[src/rtl/spi_receiver_if.sv]
// rtl/spi_receiver_if.sv - SPI pins and receive-FIFO read side for spi_receiver
// The SPI controller and the FIFO consumer both act on the master modport.
interface spi_receiver_if;
  logic       SCLK;
  logic       MOSI;
  logic       CS_N;
  logic       ren;
  logic [7:0] r_data;
  logic [4:0] rptr;
  logic [4:0] wptr;
  logic       full;
  logic       empty;
  logic       overflow;
  logic       overflow_clr;

  modport master (
    output SCLK, MOSI, CS_N, ren, overflow_clr,
    input  r_data, rptr, wptr, full, empty, overflow
  );

  modport slave (
    input  SCLK, MOSI, CS_N, ren, overflow_clr,
    output r_data, rptr, wptr, full, empty, overflow
  );
endinterface

[src/rtl/spi_receiver.sv]
// rtl/spi_receiver.sv - SPI mode-0 byte receiver into a first-word-fall-through FIFO
// SPI pins are oversampled by clk; each completed byte is pushed in the cycle it completes.
module spi_receiver #(
  parameter int MOSI_BUFFER_DEPTH = 16
) (
  input  logic         clk,
  input  logic         rst_n,
  spi_receiver_if.slave bus
);

  localparam int AW = $clog2(MOSI_BUFFER_DEPTH);
  localparam logic [4:0] PTR_MASK = 5'(2 * MOSI_BUFFER_DEPTH - 1);

  logic       sclk_s1_q, sclk_s2_q, sclk_s3_q;
  logic       mosi_s1_q, mosi_s2_q;
  logic       cs_s1_q, cs_s2_q;
  logic [7:0] shift_q, shift_d;
  logic [2:0] cnt_q, cnt_d;
  logic [4:0] rptr_q, rptr_d;
  logic [4:0] wptr_q, wptr_d;
  logic       ovf_q, ovf_d;
  logic [7:0] mem_q [MOSI_BUFFER_DEPTH];

  logic       sclk_rise;
  logic       byte_done;
  logic [7:0] byte_val;
  logic       full, empty;
  logic       do_wr, do_rd;

  // Synchronizer reset values model an idle bus: clock low, chip deselected.
  always_ff @(posedge clk or negedge rst_n) begin
    if (!rst_n) begin
      sclk_s1_q <= 1'b0;
      sclk_s2_q <= 1'b0;
      sclk_s3_q <= 1'b0;
      mosi_s1_q <= 1'b0;
      mosi_s2_q <= 1'b0;
      cs_s1_q   <= 1'b1;
      cs_s2_q   <= 1'b1;
    end else begin
      sclk_s1_q <= bus.SCLK;
      sclk_s2_q <= sclk_s1_q;
      sclk_s3_q <= sclk_s2_q;
      mosi_s1_q <= bus.MOSI;
      mosi_s2_q <= mosi_s1_q;
      cs_s1_q   <= bus.CS_N;
      cs_s2_q   <= cs_s1_q;
    end
  end

  assign sclk_rise = sclk_s2_q & ~sclk_s3_q;
  assign byte_val  = {shift_q[6:0], mosi_s2_q};
  assign byte_done = ~cs_s2_q & sclk_rise & (cnt_q == 3'd7);

  assign empty = (rptr_q == wptr_q);
  assign full  = (rptr_q[AW-1:0] == wptr_q[AW-1:0]) && (rptr_q[AW] != wptr_q[AW]);
  assign do_wr = byte_done & ~full;
  assign do_rd = bus.ren & ~empty;

  always_comb begin
    shift_d = shift_q;
    cnt_d   = cnt_q;
    rptr_d  = rptr_q;
    wptr_d  = wptr_q;
    ovf_d   = ovf_q;
    if (cs_s2_q) begin
      shift_d = 8'h00;
      cnt_d   = 3'd0;
    end else if (sclk_rise) begin
      shift_d = byte_val;
      cnt_d   = cnt_q + 3'd1;
    end
    if (do_wr) wptr_d = (wptr_q + 5'd1) & PTR_MASK;
    if (do_rd) rptr_d = (rptr_q + 5'd1) & PTR_MASK;
    // A drop in the same cycle as a clear must leave the flag set.
    if (byte_done && full)        ovf_d = 1'b1;
    else if (bus.overflow_clr)    ovf_d = 1'b0;
  end

  always_ff @(posedge clk or negedge rst_n) begin
    if (!rst_n) begin
      shift_q <= 8'h00;
      cnt_q   <= 3'd0;
      rptr_q  <= 5'd0;
      wptr_q  <= 5'd0;
      ovf_q   <= 1'b0;
    end else begin
      shift_q <= shift_d;
      cnt_q   <= cnt_d;
      rptr_q  <= rptr_d;
      wptr_q  <= wptr_d;
      ovf_q   <= ovf_d;
    end
  end

  always_ff @(posedge clk) begin
    if (do_wr) mem_q[wptr_q[AW-1:0]] <= byte_val;
  end

  assign bus.r_data   = mem_q[rptr_q[AW-1:0]];
  assign bus.rptr     = rptr_q;
  assign bus.wptr     = wptr_q;
  assign bus.full     = full;
  assign bus.empty    = empty;
  assign bus.overflow = ovf_q;

endmodule

[src/flat_wrapper.sv]
// flat-port wrapper written by rule: the top's interface ports become plain ports
module spi_receiver_flat 
#(
  parameter int MOSI_BUFFER_DEPTH = 16
)
  (clk, rst_n, bus_SCLK, bus_MOSI, bus_CS_N, bus_ren, bus_overflow_clr, bus_r_data, bus_rptr, bus_wptr, bus_full, bus_empty, bus_overflow);
  spi_receiver_if bus_i ();
  input  logic clk;
  input  logic rst_n;
  input wire logic [$bits(bus_i.SCLK)-1:0] bus_SCLK;
  input wire logic [$bits(bus_i.MOSI)-1:0] bus_MOSI;
  input wire logic [$bits(bus_i.CS_N)-1:0] bus_CS_N;
  input wire logic [$bits(bus_i.ren)-1:0] bus_ren;
  input wire logic [$bits(bus_i.overflow_clr)-1:0] bus_overflow_clr;
  output wire logic [$bits(bus_i.r_data)-1:0] bus_r_data;
  output wire logic [$bits(bus_i.rptr)-1:0] bus_rptr;
  output wire logic [$bits(bus_i.wptr)-1:0] bus_wptr;
  output wire logic [$bits(bus_i.full)-1:0] bus_full;
  output wire logic [$bits(bus_i.empty)-1:0] bus_empty;
  output wire logic [$bits(bus_i.overflow)-1:0] bus_overflow;
  assign bus_i.SCLK = bus_SCLK;
  assign bus_i.MOSI = bus_MOSI;
  assign bus_i.CS_N = bus_CS_N;
  assign bus_i.ren = bus_ren;
  assign bus_i.overflow_clr = bus_overflow_clr;
  assign bus_r_data = bus_i.r_data;
  assign bus_rptr = bus_i.rptr;
  assign bus_wptr = bus_i.wptr;
  assign bus_full = bus_i.full;
  assign bus_empty = bus_i.empty;
  assign bus_overflow = bus_i.overflow;
  spi_receiver #(.MOSI_BUFFER_DEPTH(MOSI_BUFFER_DEPTH)) u_core (.clk(clk), .rst_n(rst_n), .bus(bus_i));
endmodule
[config.mk]
export PLATFORM = sky130hd
export DESIGN_NAME = spi_receiver_flat
export DESIGN_NICKNAME = d
export VERILOG_FILES = /design/src/rtl/spi_receiver_if.sv /design/src/rtl/spi_receiver.sv /design/src/flat_wrapper.sv
export SDC_FILE = /design/constraint.sdc
export NUM_CORES = 1
export LEC_CHECK = 0
export ABC_AREA = 1
export CAP_MARGIN = 5
export CORE_ASPECT_RATIO = 1.1
export CORE_MARGIN = 2
export CORE_UTILIZATION = 40
export DETAILED_ROUTE_END_ITERATION = 8
export PLACE_DENSITY_LB_ADDON = 0.2
export SLEW_MARGIN = 20
export SYNTH_ARGS = -nofsm -noshare
export SYNTH_HDL_FRONTEND = slang
export SYNTH_SLANG_ARGS = --single-unit
[constraint.sdc]
create_clock -name clk -period 2.29 [get_ports clk]
set_clock_uncertainty 0.05 [all_clocks]
set_input_delay 0.458 -clock clk [delete_from_list [all_inputs] [get_ports clk]]
set_output_delay 0.458 -clock clk [all_outputs]
set_load 0.03 [all_outputs]
==> impl_metrics.csv, run 1 <==
group,metric,value,unit
timing,fmax,0.408,GHz
global_routing,grt_first_pass_wirelength,26200,microns
route,viasPerCell,5.19,
worst_setup_path,end_kind,"primary output",
route,dr.pass1.iters,5,
floorplanning,ios,28,
logic_synthesis,synth_area,6560,sq um
logic_synthesis,postSynthCellCount,591,
pwr,power.total,10.1,mW
layout,final_cell_mix,"131 x nand2_1, 128 x edfxtp_1, 64 x nor2_1",
timing,drv_slew,0,
worst_setup_path,arrival,1.94,ns
worst_hold_path,hp-class,"reg2reg",
layout,antenna_cells,0,
status,violations,"setup timing",
logic_synthesis,synth_top_area_cell,"edfxtp_1",
logic_synthesis,ys_seq_area_frac,0.693,
cts,cts.path.max_buffers,2,
pwr,power_density,1220,nW/um^2
logic_synthesis,yosys-top-cells-area,"edfxtp_1 59%, dfrtp_1 9.9%, nand2_1 7.9%, nand3_1 5.2%, nor2_1 4.6%",
worst_setup_path,cp_max_fo,8,
route,ant_nets,0,
route,totalWireLength,16800,microns
logic_synthesis,synth.distinct_cells,23,
route,routedWlPerCell,19.2,microns
pwr,clkPwrFrac,0.292,
pwr,vdd_drop_max,1.00,mV
cts,root_buffer,"clkbuf_16",
timing,tightest_slew,0.811,ns
timing,hold_violations,0,
global_routing,track_usage,0.201,
floorplanning,die_w,126,microns
pwr,swShare,0.343,
place,portBuffers,27,
logic_synthesis,ys_ff_latch,156,
cts,cts_tree,"done",
worst_setup_path,worstSetupPathType,"reg2out",
timing,rsz0062_at_grt,"true",
global_routing,grt_max_degree,30,
layout,drive_above_1_share,0.211,
floorplanning,core_region_area,16200,sq um
cts,cts_buffers,17,
timing,setup_viol,8,
logic_synthesis,syn_nets,605,
layout,nets,673,
timing,max_slew_margin,0.460,
timing,timing.final.ws_setup,-0.161,ns
cts,htreeDepth,4,
worst_setup_path,crit_required,1.78,ns
pwr,seq_power_share,0.314,
route,drcViolationCount,0,
logic_synthesis,syn_area_per_cell,11.1,sq um
layout,mostFrequentLayoutCell,"nand2_1",
floorplanning,fp.dieH,138,microns
worst_setup_path,cp-start-kind,"register",
floorplanning,core.rowCount,49,
logic_synthesis,yosysWarnings,0,
layout,area.growth.synth_to_final,27.0,%
pwr,power.internal,6.67,mW
global_routing,grt_pass1_vias,4681,
pwr,switchingPower,3.47,mW
place,place_hpwl,9670,microns
cts,clock_latency,0.42,ns
floorplanning,start_util,0.405,
pwr,pwr-share-comb,0.394,
global_routing,overflow,0,
logic_synthesis,synth_top_cell_area_share,0.586,
job,cap_violations,0,
global_routing,antenna_found_initial,0,
place,routabilityCongestion,0.869,
cts,cts_hold_buf,0,
pwr,p_leak,3.32,nW
floorplanning,die_area,17400,sq um
route,drt_iter0_drc,388,
timing,finalSetupTns,-0.892,ns
cts,clk_pin_slew_worst_paths,0.06,ns
status,status,"finished, violations left",
cts,clkSinkCount,156,
timing,final.period_utilization,1.07,
route,via_count,4545,
timing,min_period,2.45,ns
==> final cells by class <==
cell class,count,area [sq um]
Fill cell,1474,7860
Sequential cell,156,4550
Multi-Input combinational cell,365,1850
Timing Repair Buffer,77,881
Clock buffer,25,485
Tap cell,204,255
Inverter,42,165
Clock inverter,7,138
==> final timing paths <==
kind	to	cells past startpoint	startpoint	slack (ns)
max in group asynchronous	u_core.cs_s2_q	2	rst_n	1.51
min	u_core.mosi_s2_q	0	u_core.mosi_s1_q	0.30
min in group asynchronous	u_core.bus.wptr[0]	2	rst_n	0.36
max	bus_r_data[4]	9	u_core.bus.rptr[0]	-0.16
max reg2reg	u_core.mem_q[15][4]	8	u_core.bus.rptr[0]	0.16
min reg2reg	u_core.mosi_s2_q	0	u_core.mosi_s1_q	0.30
==> power groups by stage <==
stage          Combinational, mW  Sequential, mW  Clock [mW]
4_1_cts                     3.86            3.18        3.00
3_5_place_dp                2.96            3.23           0
6_report                    3.99            3.19        2.96
3_3_place_gp                2.95            3.23           0
2_1_floorplan               1.88            3.26           0
5_1_grt                     4.30            3.19        3.11
==> critical path, stage by stage (launching register included) <==
cell and delay (ns):
dfrtp_2 0.49, buf_12 0.20, buf_12 0.15, nor2_4 0.03, nor2_1 0.08, o21ai_1 0.08, nand3_1 0.10, nand3_1 0.11
nand2_2 0.13, buf_6 0.14
==> cell usage after synthesis (all sizes together) <==
library cell	instances
dfstp	2
xor2	4
buf	24
inv	42
ha	7
o211ai	17
o22ai	6
o21ai	34
dfrtp	26
xnor2	3
nand2	140
clkbuf	4
nor2	83
edfxtp	128
nand3	71
==> sequential cells by signal, indices dropped and copies added (netlist names) <==
| register | count |
|---|---|
| u_core.sclk_s1_q | 1 |
| u_core.mosi_s1_q | 1 |
| u_core.cs_s2_q | 1 |
| u_core.sclk_s2_q | 1 |
| u_core.bus.wptr | 5 |
| u_core.sclk_s3_q | 1 |
| u_core.bus.overflow | 1 |
| u_core.cnt_q | 3 |
| u_core.bus.rptr | 5 |
| u_core.mem_q | 128 |
| u_core.cs_s1_q | 1 |
| u_core.shift_q | 7 |
| u_core.mosi_s2_q | 1 |
==> logic make-up after synthesis <==
group | synth area share
compound gates | 0.0511
buf+inv | 0.0471
fa+ha+maj | 0.0134
xor+xnor | 0.00935
flops | 0.693
simple gates | 0.186
==> what timing repair did <==
action / 4_1_cts / 5_1_grt
pin swaps: 34 / 24
buffers inserted: 6 / 1
endpoints found under the setup margin: 11 / 19
resized for setup: 65 / 32
gates cloned: 6 / 1
==> metal layers <==
layer / up-vias / GRT usage / part of all wire
met3: 16 / 0.0480 / 0.052
met2: 141 / 0.318 / 0.48
li1: 2157 / - / -
met4: 0 / 0.0665 / 0.016
met5: - / 0 / 0
met1: 2231 / 0.274 / 0.45
==> stage by stage <==
| step | util | area (sq um) | hold WS (ns) | std cells | setup WS [ns] |
|---|---|---|---|---|---|
| after detailed placement | 0.446 | 7220 | 0.285 | 830 | 0.131 |
| after global placement | 0.446 | 7220 | 0.283 | 830 | 0.129 |
| after floorplan | - | 6560 | 0.112 | 591 | 0.230 |
| final | 0.514 | 8330 | 0.298 | 876 | -0.161 |
| after CTS | 0.508 | 8230 | 0.298 | 874 | -0.123 |
| after global routing | 0.514 | 8330 | 0.303 | 876 | -0.230 |
No activity file was read; power rests on OpenSTA's default activity.
==> inputs of run 2 (changes only) <==
--- a/config.mk
+++ b/config.mk
@@ -12,6 +12,7 @@
 export CORE_UTILIZATION = 40
 export DETAILED_ROUTE_END_ITERATION = 8
 export PLACE_DENSITY_LB_ADDON = 0.2
+export RECOVER_POWER = 25
 export SLEW_MARGIN = 20
 export SYNTH_ARGS = -nofsm -noshare
 export SYNTH_HDL_FRONTEND = slang
==> run 2 against run 1 <==
  * The flow finishes with violations (capacitance limit, slew limit, setup timing)
  * Clock power about the same
  * Sequential cell count unchanged
  * First-iteration DRC count up 0.26%
  * Via count up 0.26%
  * Wire length up 0.10%
  * Die area unchanged
  * Critical path type unchanged
  * Largest power group unchanged
==> impl_metrics.csv, run 2 (synthesis results as in run 1) <==
group,metric,value,unit
status,status,"finished, violations left",
status,violations,"capacitance limit, slew limit, setup timing",
global_routing,grt_pass1_vias,4681,
route,viasPerCell,5.20,
pwr,pwr-share-comb,0.393,
worst_setup_path,worstRegToRegCells,7,
worst_setup_path,reg2reg_slack,0.11,ns
floorplanning,core_region_area,16200,sq um
job,cap_violations,1,
pwr,p_leak,3.32,nW
pwr,power_density,1220,nW/um^2
floorplanning,start_util,0.405,
worst_setup_path,crit_chain,"buf_12 -> buf_12 -> nor2_4 -> nor2_1 -> o21ai_1 -> nand3_1 -> nand3_1 -> nand2_2 -> buf_6",
worst_setup_path,cp-endpoint,"bus_r_data[4]",
floorplanning,die_w,126,microns
global_routing,antenna_found_initial,0,
worst_setup_path,cpMaxStageDelayCell,"dfrtp_2",
cts,cts_buffers,17,
timing,final.period_utilization,1.07,
timing,min_period,2.45,ns
timing,max_slew_margin,-0.0198,
route,dr.pass1.iters,5,
worst_setup_path,startpoint,"u_core.bus.rptr[0]",
worst_setup_path,cp_max_fo,8,
route,routedWlPerCell,19.2,microns
global_routing,grt_first_pass_wirelength,26200,microns
worst_setup_path,r2r-start,"u_core.cs_s2_q",
worst_setup_path,arrival,1.94,ns
cts,cts_hold_buf,0,
worst_setup_path,reg2reg_to,"u_core.mem_q[15][4]",
place,post-place-ws,0.131,ns
worst_setup_path,slowest_delay,0.49,ns
layout,drive_above_1_share,0.207,
layout,final_util,0.514,
pwr,power.internal,6.66,mW
cts,cts_tree,"done",
worst_setup_path,worstSetupPathType,"reg2out",
timing,finalSetupTns,-0.923,ns
global_routing,overflow,0,
global_routing,grt_max_degree,30,
timing,rsz0062_at_grt,"true",
route,via_count,4557,
layout,largest_reg_flops,128,
pwr,power.total,10.1,mW
worst_setup_path,cp-start-kind,"register",
pwr,clkPwrFrac,0.292,
worst_hold_path,hp-class,"reg2reg",
pwr,seq_power_share,0.315,
place,place_hpwl,9670,microns
route,ant_nets,0,
route,totalWireLength,16800,microns
pwr,swShare,0.343,
layout,area.growth.synth_to_final,26.8,%
timing,tightest_slew,1.53,ns
cts,root_buffer,"clkbuf_16",
place,routabilityCongestion,0.869,
timing,hold_violations,0,
layout,antenna_cells,0,
global_routing,track_usage,0.201,
floorplanning,fp.dieH,138,microns
floorplanning,die_area,17400,sq um
pwr,switchingPower,3.47,mW
floorplanning,core.rowCount,49,
place,portBuffers,27,
timing,fmax,0.408,GHz
route,drcViolationCount,0,
cts,cts.path.max_buffers,2,
cts,htreeDepth,4,
pwr,vdd_drop_max,1.00,mV
timing,fin_hold_ws,0.297,ns
route,drt_iter0_drc,389,
floorplanning,ios,28,
cts,clock_latency,0.42,ns
timing,setup_viol,8,
worst_setup_path,crit_required,1.78,ns
timing,drv_slew,29,
cts,clk_pin_slew_worst_paths,0.06,ns
worst_setup_path,end_kind,"primary output",
layout,nets,673,
layout,final_cell_mix,"131 x nand2_1, 128 x edfxtp_1, 64 x nor2_1",
cts,clkSinkCount,156,
layout,mostFrequentLayoutCell,"nand2_1",
timing,timing.final.ws_setup,-0.163,ns
## run 2: worst min path at each step
stage,startpoint,endpoint,cells past startpoint
3_5_place_dp,u_core.mosi_s1_q,u_core.mosi_s2_q,0
5_1_grt,u_core.mosi_s1_q,u_core.mosi_s2_q,0
3_3_place_gp,u_core.mosi_s1_q,u_core.mosi_s2_q,0
4_1_cts,u_core.mosi_s1_q,u_core.mosi_s2_q,0
2_1_floorplan,rst_n,u_core.bus.overflow,0
6_report,u_core.mosi_s1_q,u_core.mosi_s2_q,0
## run 2: critical path, delay by kind of cell, from the launching register on
| kind | cells | cell delay (ns) |
|---|---|---|
| flops | 1 | 0.49 |
| buf+inv | 3 | 0.48 |
| compound gates | 1 | 0.08 |
| simple gates | 5 | 0.45 |
## run 2: power by group through the flow
| stage | logic [mW] | clock network, mW | registers (mW) |
|---|---|---|---|
| global placement | 2.95 | 0 | 3.23 |
| detailed placement | 2.96 | 0 | 3.23 |
| finish | 3.98 | 2.96 | 3.19 |
| floorplan | 1.88 | 0 | 3.26 |
| global route | 4.29 | 3.11 | 3.19 |
| CTS | 3.86 | 3.00 | 3.18 |
## run 2: through the flow
step,area (sq um),instances
2_1_floorplan,6560,591
3_3_place_gp,7220,830
3_5_place_dp,7220,830
4_1_cts,8230,874
5_1_grt,8320,876
6_report,8320,876
## run 2: per-layer routing
layer / vias to the layer above / track usage / wire [microns]
met5: - / 0 / 0
met4: 0 / 0.0665 / 237
met3: 15 / 0.0480 / 908
met2: 147 / 0.318 / 8170
met1: 2237 / 0.274 / 7530
li1: 2158 / - / -
## run 2: area by class of cell
type / instances / area [sq um]
inverter: 42 / 165
timing repair buffer: 77 / 877
sequential: 156 / 4550
fill: 1475 / 7870
multi-input combinational: 365 / 1850
clock buffer: 25 / 485
clock inverter: 7 / 138
tap: 204 / 255
## run 2: what timing repair did
| item | 4_1_cts | 5_1_grt |
|---|---|---|
| pin swaps | 34 | 24 |
| setup buffers | 6 | 1 |
| resized for setup | 65 | 32 |
| cloned | 6 | 1 |
| setup endpoints to repair | 11 | 19 |
==> inputs of run 3 (changes only) <==
--- a/config.mk
+++ b/config.mk
@@ -6,10 +6,10 @@
 export NUM_CORES = 1
 export LEC_CHECK = 0
 export ABC_AREA = 1
+export ABC_CLOCK_PERIOD_IN_PS = 2290
 export CAP_MARGIN = 5
 export CORE_ASPECT_RATIO = 1.1
-export CORE_MARGIN = 2
-export CORE_UTILIZATION = 40
+export CORE_UTILIZATION = 30
 export DETAILED_ROUTE_END_ITERATION = 8
 export PLACE_DENSITY_LB_ADDON = 0.2
 export RECOVER_POWER = 25
==> run 3 against run 2 <==
  * The run still ends with capacitance limit, slew limit, setup timing left
  * Final area fell by 1.2%
  * Total power fell by 5.3%
  * First-iteration DRC count fell by 15%
  * Maximum frequency fell by 0.17%
  * Wire length rose by 5.3%
  * Combinational power fell by 4%
  * Via count fell by 0.13%
  * Worst hold slack improved by 0.0042 ns
  * Largest power group unchanged
==> impl_metrics.csv, run 3 (synthesis results as in run 1) <==
group,metric,value,unit
status,status,"finished, violations left",
status,violations,"capacitance limit, slew limit, setup timing",
worst_setup_path,r2r-start,"u_core.cs_s2_q",
worst_setup_path,crit_required,1.78,ns
cts,cts_buffers,17,
pwr,power_density,1170,nW/um^2
place,portBuffers,27,
worst_hold_path,worstHoldStart,"u_core.sclk_s1_q",
timing,rsz0062_at_grt,"true",
worst_setup_path,cp-start-kind,"register",
cts,clock_latency,0.43,ns
route,viasPerCell,4.77,
cts,htreeDepth,4,
layout,antenna_cells,0,
timing,max_slew_margin,-0.0224,
cts,cts.path.max_buffers,2,
timing,timing.final.ws_setup,-0.167,ns
place,routabilityCongestion,0.832,
pwr,p_leak,3.21,nW
layout,drive_above_1_share,0.194,
floorplanning,ios,28,
cts,cts_tree,"done",
pwr,clkPwrFrac,0.270,
pwr,swShare,0.371,
worst_hold_path,hp-class,"reg2reg",
pwr,switchingPower,3.56,mW
pwr,vdd_drop_max,0.686,mV
global_routing,overflow,0,
timing,drv_slew,29,
global_routing,grt_max_degree,54,
worst_hold_path,hold-path-cell-count,0,
timing,final.period_utilization,1.07,
cts,clk_pin_slew_worst_paths,0.06,ns
global_routing,track_usage,0.160,
worst_setup_path,reg2reg_slack,0.08,ns
global_routing,grt_pass1_vias,4613,
timing,tightest_slew,1.53,ns
timing,finalSetupTns,-1.21,ns
route,via_count,4551,
pwr,power.total,9.60,mW
job,cap_violations,1,
pwr,pwr-share-comb,0.399,
pwr,seq_power_share,0.331,
layout,nets,666,
route,dr.pass1.iters,5,
floorplanning,fp.dieH,157,microns
worst_hold_path,min_to,"u_core.sclk_s2_q",
worst_setup_path,worstRegToRegCells,8,
route,drt_iter0_drc,332,
worst_setup_path,reg2reg_to,"u_core.mem_q[6][1]",
floorplanning,die_area,22500,sq um
floorplanning,core_region_area,21400,sq um
layout,area.growth.synth_to_final,25.3,%
worst_setup_path,cp_max_fo,7,
route,totalWireLength,17700,microns
route,drcViolationCount,0,
timing,fmax,0.407,GHz
layout,mostFrequentLayoutCell,"nand2_1",
timing,min_period,2.46,ns
route,ant_nets,0,
pwr,power.internal,6.04,mW
timing,hold_violations,0,
global_routing,grt_first_pass_wirelength,26000,microns
place,place_hpwl,10800,microns
cts,cts_hold_buf,0,
timing,fin_hold_ws,0.301,ns
timing,setup_viol,10,
worst_setup_path,arrival,1.95,ns
floorplanning,start_util,0.307,
floorplanning,die_w,143,microns
worst_setup_path,worstSetupPathType,"reg2out",
global_routing,antenna_found_initial,0,
worst_setup_path,end_kind,"primary output",
floorplanning,core.rowCount,56,
layout,largest_reg_flops,128,
layout,final_cell_mix,"132 x nand2_1, 128 x edfxtp_1, 67 x nor2_1",
route,routedWlPerCell,18.6,microns
cts,clkSinkCount,156,
cts,root_buffer,"clkbuf_16",
==> run 3: worst max path at each step <==
stage	startpoint	end	slack, ns	cells after the start
after floorplan	u_core.bus.rptr[1]	u_core.mem_q[10][0]	0.23	8
after global placement	u_core.bus.rptr[1]	bus_r_data[4]	0.15	8
after detailed placement	u_core.bus.rptr[1]	u_core.mem_q[6][5]	0.11	8
after CTS	u_core.bus.rptr[0]	bus_r_data[6]	-0.13	7
after global routing	u_core.bus.rptr[0]	bus_r_data[6]	-0.23	7
final	u_core.bus.rptr[0]	bus_r_data[4]	-0.17	9
==> run 3: area by class of cell <==
cell class | instances | area, sq um
fill | 2075 | 13200
sequential | 156 | 4550
multi-input combinational | 365 | 1850
timing repair buffer | 70 | 764
clock buffer | 20 | 447
tap | 290 | 363
inverter | 42 | 165
clock inverter | 12 | 83.8
==> run 3: routing by layer <==
layer,global-route usage,share of wire
met5,0,0
met4,0.0481,0.011
met3,0.0383,0.043
met2,0.256,0.48
met1,0.213,0.47
==> run 3: worst max-delay path, cell delays in order, from the launching register on <==
cell       delay [ns]
dfrtp_2          0.46
buf_6            0.16
clkbuf_16        0.18
nor2_2           0.14
nor2_1           0.05
o21ai_0          0.08
nand3_1          0.11
nand3_2          0.09
nand2_2          0.08
buf_6            0.15
==> run 3: what timing repair did <==
| item | in CTS | in global routing |
|---|---|---|
| buffers inserted | 0 | 8 |
| gates cloned | 1 | 5 |
| endpoints found under the setup margin | 11 | 10 |
| pin swaps | 0 | 27 |
| gates resized for setup | 19 | 54 |
==> run 3: through the flow <==
step                instance area (sq um)  std cells  worst slack [ns]   util
floorplan                            6560        591             0.230      -
global placement                     7280        909             0.150  0.341
detailed placement                   7280        909             0.108  0.341
CTS                                  7900        942            -0.128  0.370
global route                         8220        955            -0.233  0.385
finish                               8220        955            -0.167  0.385
==> run 3: power groups by stage <==
stage	registers, mW	clock network [mW]	logic, mW
floorplan	3.26	0	1.88
global placement	3.22	0	2.98
detailed placement	3.22	0	2.98
CTS	3.17	2.62	3.20
global route	3.18	2.74	4.10
finish	3.17	2.59	3.83
==> variant 1: new RTL, config.mk and constraints of run 2 <==
Take the reset off `shift_q` and load it in a clocked block of its own.
--- a/src/rtl/spi_receiver.sv
+++ b/src/rtl/spi_receiver.sv
@@ -79,18 +79,20 @@
 
   always_ff @(posedge clk or negedge rst_n) begin
     if (!rst_n) begin
-      shift_q <= 8'h00;
       cnt_q   <= 3'd0;
       rptr_q  <= 5'd0;
       wptr_q  <= 5'd0;
       ovf_q   <= 1'b0;
     end else begin
-      shift_q <= shift_d;
       cnt_q   <= cnt_d;
       rptr_q  <= rptr_d;
       wptr_q  <= wptr_d;
       ovf_q   <= ovf_d;
     end
+  end
+
+  always_ff @(posedge clk) begin
+    shift_q <= shift_d;
   end
 
   always_ff @(posedge clk) begin
Check against the original RTL: no difference found for any inputs over 10 cycles, from zero or initial values and one cycle with rst_n low; that may be too few to reach the edited logic, so the function may still have changed.
==> variant 1 against run 2 <==
The run ends with setup timing left. Synthesized area decreased by 0.63%. Total power up 0.29%. Wire length barely moved. Via count increased by 1.3%. Setup slack improved by 55 ps. Combinational power grew 8.5%. Final area rose by 0.89%. Global-route usage down 0.61 points. Sequential cell count unchanged. Critical path type unchanged. Highest routed layer unchanged.
==> variant 1: results <==
[cells_and_area]
drive_above_1_share_pct = 24.0
nets = 679
diodes = 0
fillerInstances = 1363

[critical_path]
crit_arrival_ps = 1890
cpPeakStageDelay_ps = 450
critical-path-top-delay-family = "buffers and inverters"

[synthesis]
ys_seq_area_share_pct = 69.2
synth_area_leaders = "edfxtp_1, nand2_1, dfrtp_1"
synth_cell_type_count = 25
synthXorXnorAreaFrac_pct = 0.806
synth_fa_ha_area_share_pct = 1.34
synth-async-reset-ratio_pct = 13.5
syn_nets = 608
synth_commonest_cells = "nand2_1, edfxtp_1, nor2_1"
synth_compound_area_share_pct = 5.11

[timing]
fin_tns_setup_ps = -666
finalWorstSetupSlack_ps = -108
finalSetupViolCount = 9
slew_headroom_pct = 23.2

[power]
power_density_nw_per_um2 = 1210
p_leak_uw = 0.00326
vdd_drop_max_uv = 777

[placement]
dp_hpwl_um = 9250
place_ws_ps = 80.3
placed_cell_area_um2 = 7170

[route]
drt_iter0_drc = 473
wl_um = 16900
vias = 4617

[global_routing]
grtUsageMet2_pct = 31.6
grt_pass1_wl_um = 24900
gr-usage-met1_pct = 26.4
grt_use_total_pct = 19.4
met3_usage_pct = 3.90
grt_max_degree = 36
grt_pass1_vias = 4423

[cts]
cts_root_buf = "clkbuf_16"
cts_made_buffers = 17

[run_status]
violations = "setup timing"
status = "complete, but fails checks"

[flow_run]
drv_cap = 0

[worst_hold_path]
hold_class = "reg -> reg"
[variant 1: cell count changes in the layout (fill, tap and decap cells not counted), moves of 4 or more]
cell     change
buf_6        +5
nand3_1     -10
nor2_2       +6
dfxtp_1      +7
o21ai_2      +5
nand3_2      +5
nor2_4       +5
nor2_1       -7
buf_4        -4
dfrtp_1      -6
[variant 1: routing by layer]
| metal | part of all wire (%) | wire [um] |
|---|---|---|
| met3 | 6.0 | 1010 |
| met2 | 48 | 8090 |
| met4 | 2.3 | 380 |
| met1 | 44 | 7390 |
| met5 | 0 | 0 |
[variant 1: cell families after synthesis]
kind of cell,Yosys count
AND/OR/NAND/NOR,299
flip-flops,156
buffers and inverters,69
AO/OA/AOI/OAI,57
adder cells (fa/ha/maj),7
XOR/XNOR,6
[variant 1: where the power goes]
part           total [uW]  internal (uW)  switching, uW
Sequential           3170           3090           81.6
Combinational        4320           1810           2510
Clock                2670           1630           1040
[variant 1: through the flow]
| stage | std cells | hold WS (ps) |
|---|---|---|
| after detailed placement | 829 | 286 |
| after CTS | 870 | 298 |
| final | 878 | 297 |
| after global placement | 829 | 285 |
| after floorplan | 594 | 112 |
| after global routing | 878 | 303 |
[variant 1: layout make-up]
cell class,count,area share [%]
Clock inverter,7,0.746
Multi-Input combinational cell,369,23.6
Clock buffer,25,6.02
Tap cell,200,2.98
Sequential cell,156,53.8
Timing Repair Buffer,77,10.8
Inverter,44,2.03
[variant 1: final timing paths]
check / start / to / slack, ps / cells past startpoint
setup / recovery: u_core.bus.rptr[0] / bus_r_data[5] / -110 / 9
hold / removal: u_core.mosi_s1_q / u_core.mosi_s2_q / 300 / 0
setup reg to reg: u_core.bus.rptr[0] / u_core.mem_q[8][0] / 120 / 9
hold reg to reg: u_core.mosi_s1_q / u_core.mosi_s2_q / 300 / 0
max in group asynchronous: rst_n / u_core.bus.rptr[0] / 690 / 2
min in group asynchronous: rst_n / u_core.mosi_s1_q / 740 / 2
[variant 1: what timing repair did]
item,CTS,global route
resized for setup,46,82
setup endpoints to repair,9,59
buffers inserted,3,3
gates cloned,6,6
pin swaps,17,38
==> variant 2: new RTL, flow settings as in run 2 <==
Made on the original files. `MOSI_BUFFER_DEPTH` is set to 16 in 2 places; all go to 8.
--- a/src/rtl/spi_receiver.sv
+++ b/src/rtl/spi_receiver.sv
@@ -1,7 +1,7 @@
 // rtl/spi_receiver.sv - SPI mode-0 byte receiver into a first-word-fall-through FIFO
 // SPI pins are oversampled by clk; each completed byte is pushed in the cycle it completes.
 module spi_receiver #(
-  parameter int MOSI_BUFFER_DEPTH = 16
+  parameter int MOSI_BUFFER_DEPTH = 8
 ) (
   input  logic         clk,
   input  logic         rst_n,
--- a/src/flat_wrapper.sv
+++ b/src/flat_wrapper.sv
@@ -1,7 +1,7 @@
 // flat-port wrapper written by rule: the top's interface ports become plain ports
 module spi_receiver_flat 
 #(
-  parameter int MOSI_BUFFER_DEPTH = 16
+  parameter int MOSI_BUFFER_DEPTH = 8
 )
   (clk, rst_n, bus_SCLK, bus_MOSI, bus_CS_N, bus_ren, bus_overflow_clr, bus_r_data, bus_rptr, bus_wptr, bus_full, bus_empty, bus_overflow);
   spi_receiver_if bus_i ();
Check against the original RTL: same outputs for any inputs over 10 cycles, from zero or initial values and one cycle with rst_n low; that may be too few to reach the edited logic, so the function may still have changed.
==> variant 2 against run 2 <==
Combinational power fell by 58%. Sequential share of layout area up 5.2 points. Sequential cell count fell by 66. Total power decreased by 56%. Wire length decreased by 56%. Setup slack better by 290 ps. Global-route usage shrank 3.9 points. Final area decreased by 48%. Register-to-register slack better by 380 ps. Synthesized area is 43% lower. Cell count down 46%. Largest cell class unchanged. Highest routed layer unchanged.
==> variant 2: results <==
[cells_and_area]
buffer_area_share_pct = 7.94
largest_register_ffs = 64
clkbuf_count = 14
syn2layout_area_growth_pct = 15.7
sh_seq_area_pct = 59.9
n_all_buffers = 38

[synthesis]
synthXorXnorAreaFrac_pct = 0.942
synth_edf_count = 64
syn_area_per_cell_um2 = 11.5
synth_area_leaders = "edfxtp_1, dfrtp_1, nand2_1"

[cts]
htreeDepth = 3
clkLatencyLatePin_ps = 350
cts_setup_buffers = 0

[placement]
place.gp.congestion = 0.764
placed_cell_area_um2 = 4130
place_inst = 460

[power]
combPwrFrac_pct = 37.6
vdd_drop_max_uv = 296

[critical_path]
reg2reg_slack_ps = 490
ff2ff_path_depth = 8
cp_max_fo = 21
r2r_start = "u_core.bus.rptr[2]"

[global_routing]
grt_use_total_pct = 16.1
grt_pass1_wl_um = 11900
grt_max_degree = 38

[run_status]
status = "finished clean"

[route]
dr.pass1.iters = 4
vias = 2370

[timing]
fin_hold_ws_ps = 308
finalSetupViolCount = 0

[worst_hold_path]
hold_end = "u_core.sclk_s2_q"
[variant 2: cell count changes in the layout (fill, tap and decap cells not counted), moves of 12 or more]
cell,change
o22ai_1,+16
o21ai_1,-18
o21ai_0,+19
nand3_1,-43
o211ai_1,-17
nand2_1,-70
inv_1,-21
buf_6,-12
edfxtp_1,-64
nor2_1,-23
clkbuf_16,-18
[variant 2: how the worst max path moves through the flow]
stage | end | slack [ps] | cells past startpoint
after detailed placement | u_core.mem_q[4][6] | 460 | 8
after floorplan | u_core.mem_q[4][0] | 330 | 7
after global placement | bus_r_data[3] | 450 | 6
after CTS | bus_r_data[3] | 70 | 6
final | bus_rptr[1] | 130 | 2
after global routing | bus_r_data[6] | 10 | 6
[variant 2: routing by layer]
layer | vias up | GRT usage (%) | wire length, um
li1 | 1176 | - | -
met1 | 1137 | 23.1 | 3410
met2 | 46 | 24.0 | 3580
met3 | 11 | 2.24 | 318
met4 | 0 | 7.96 | 158
met5 | - | 0 | 0
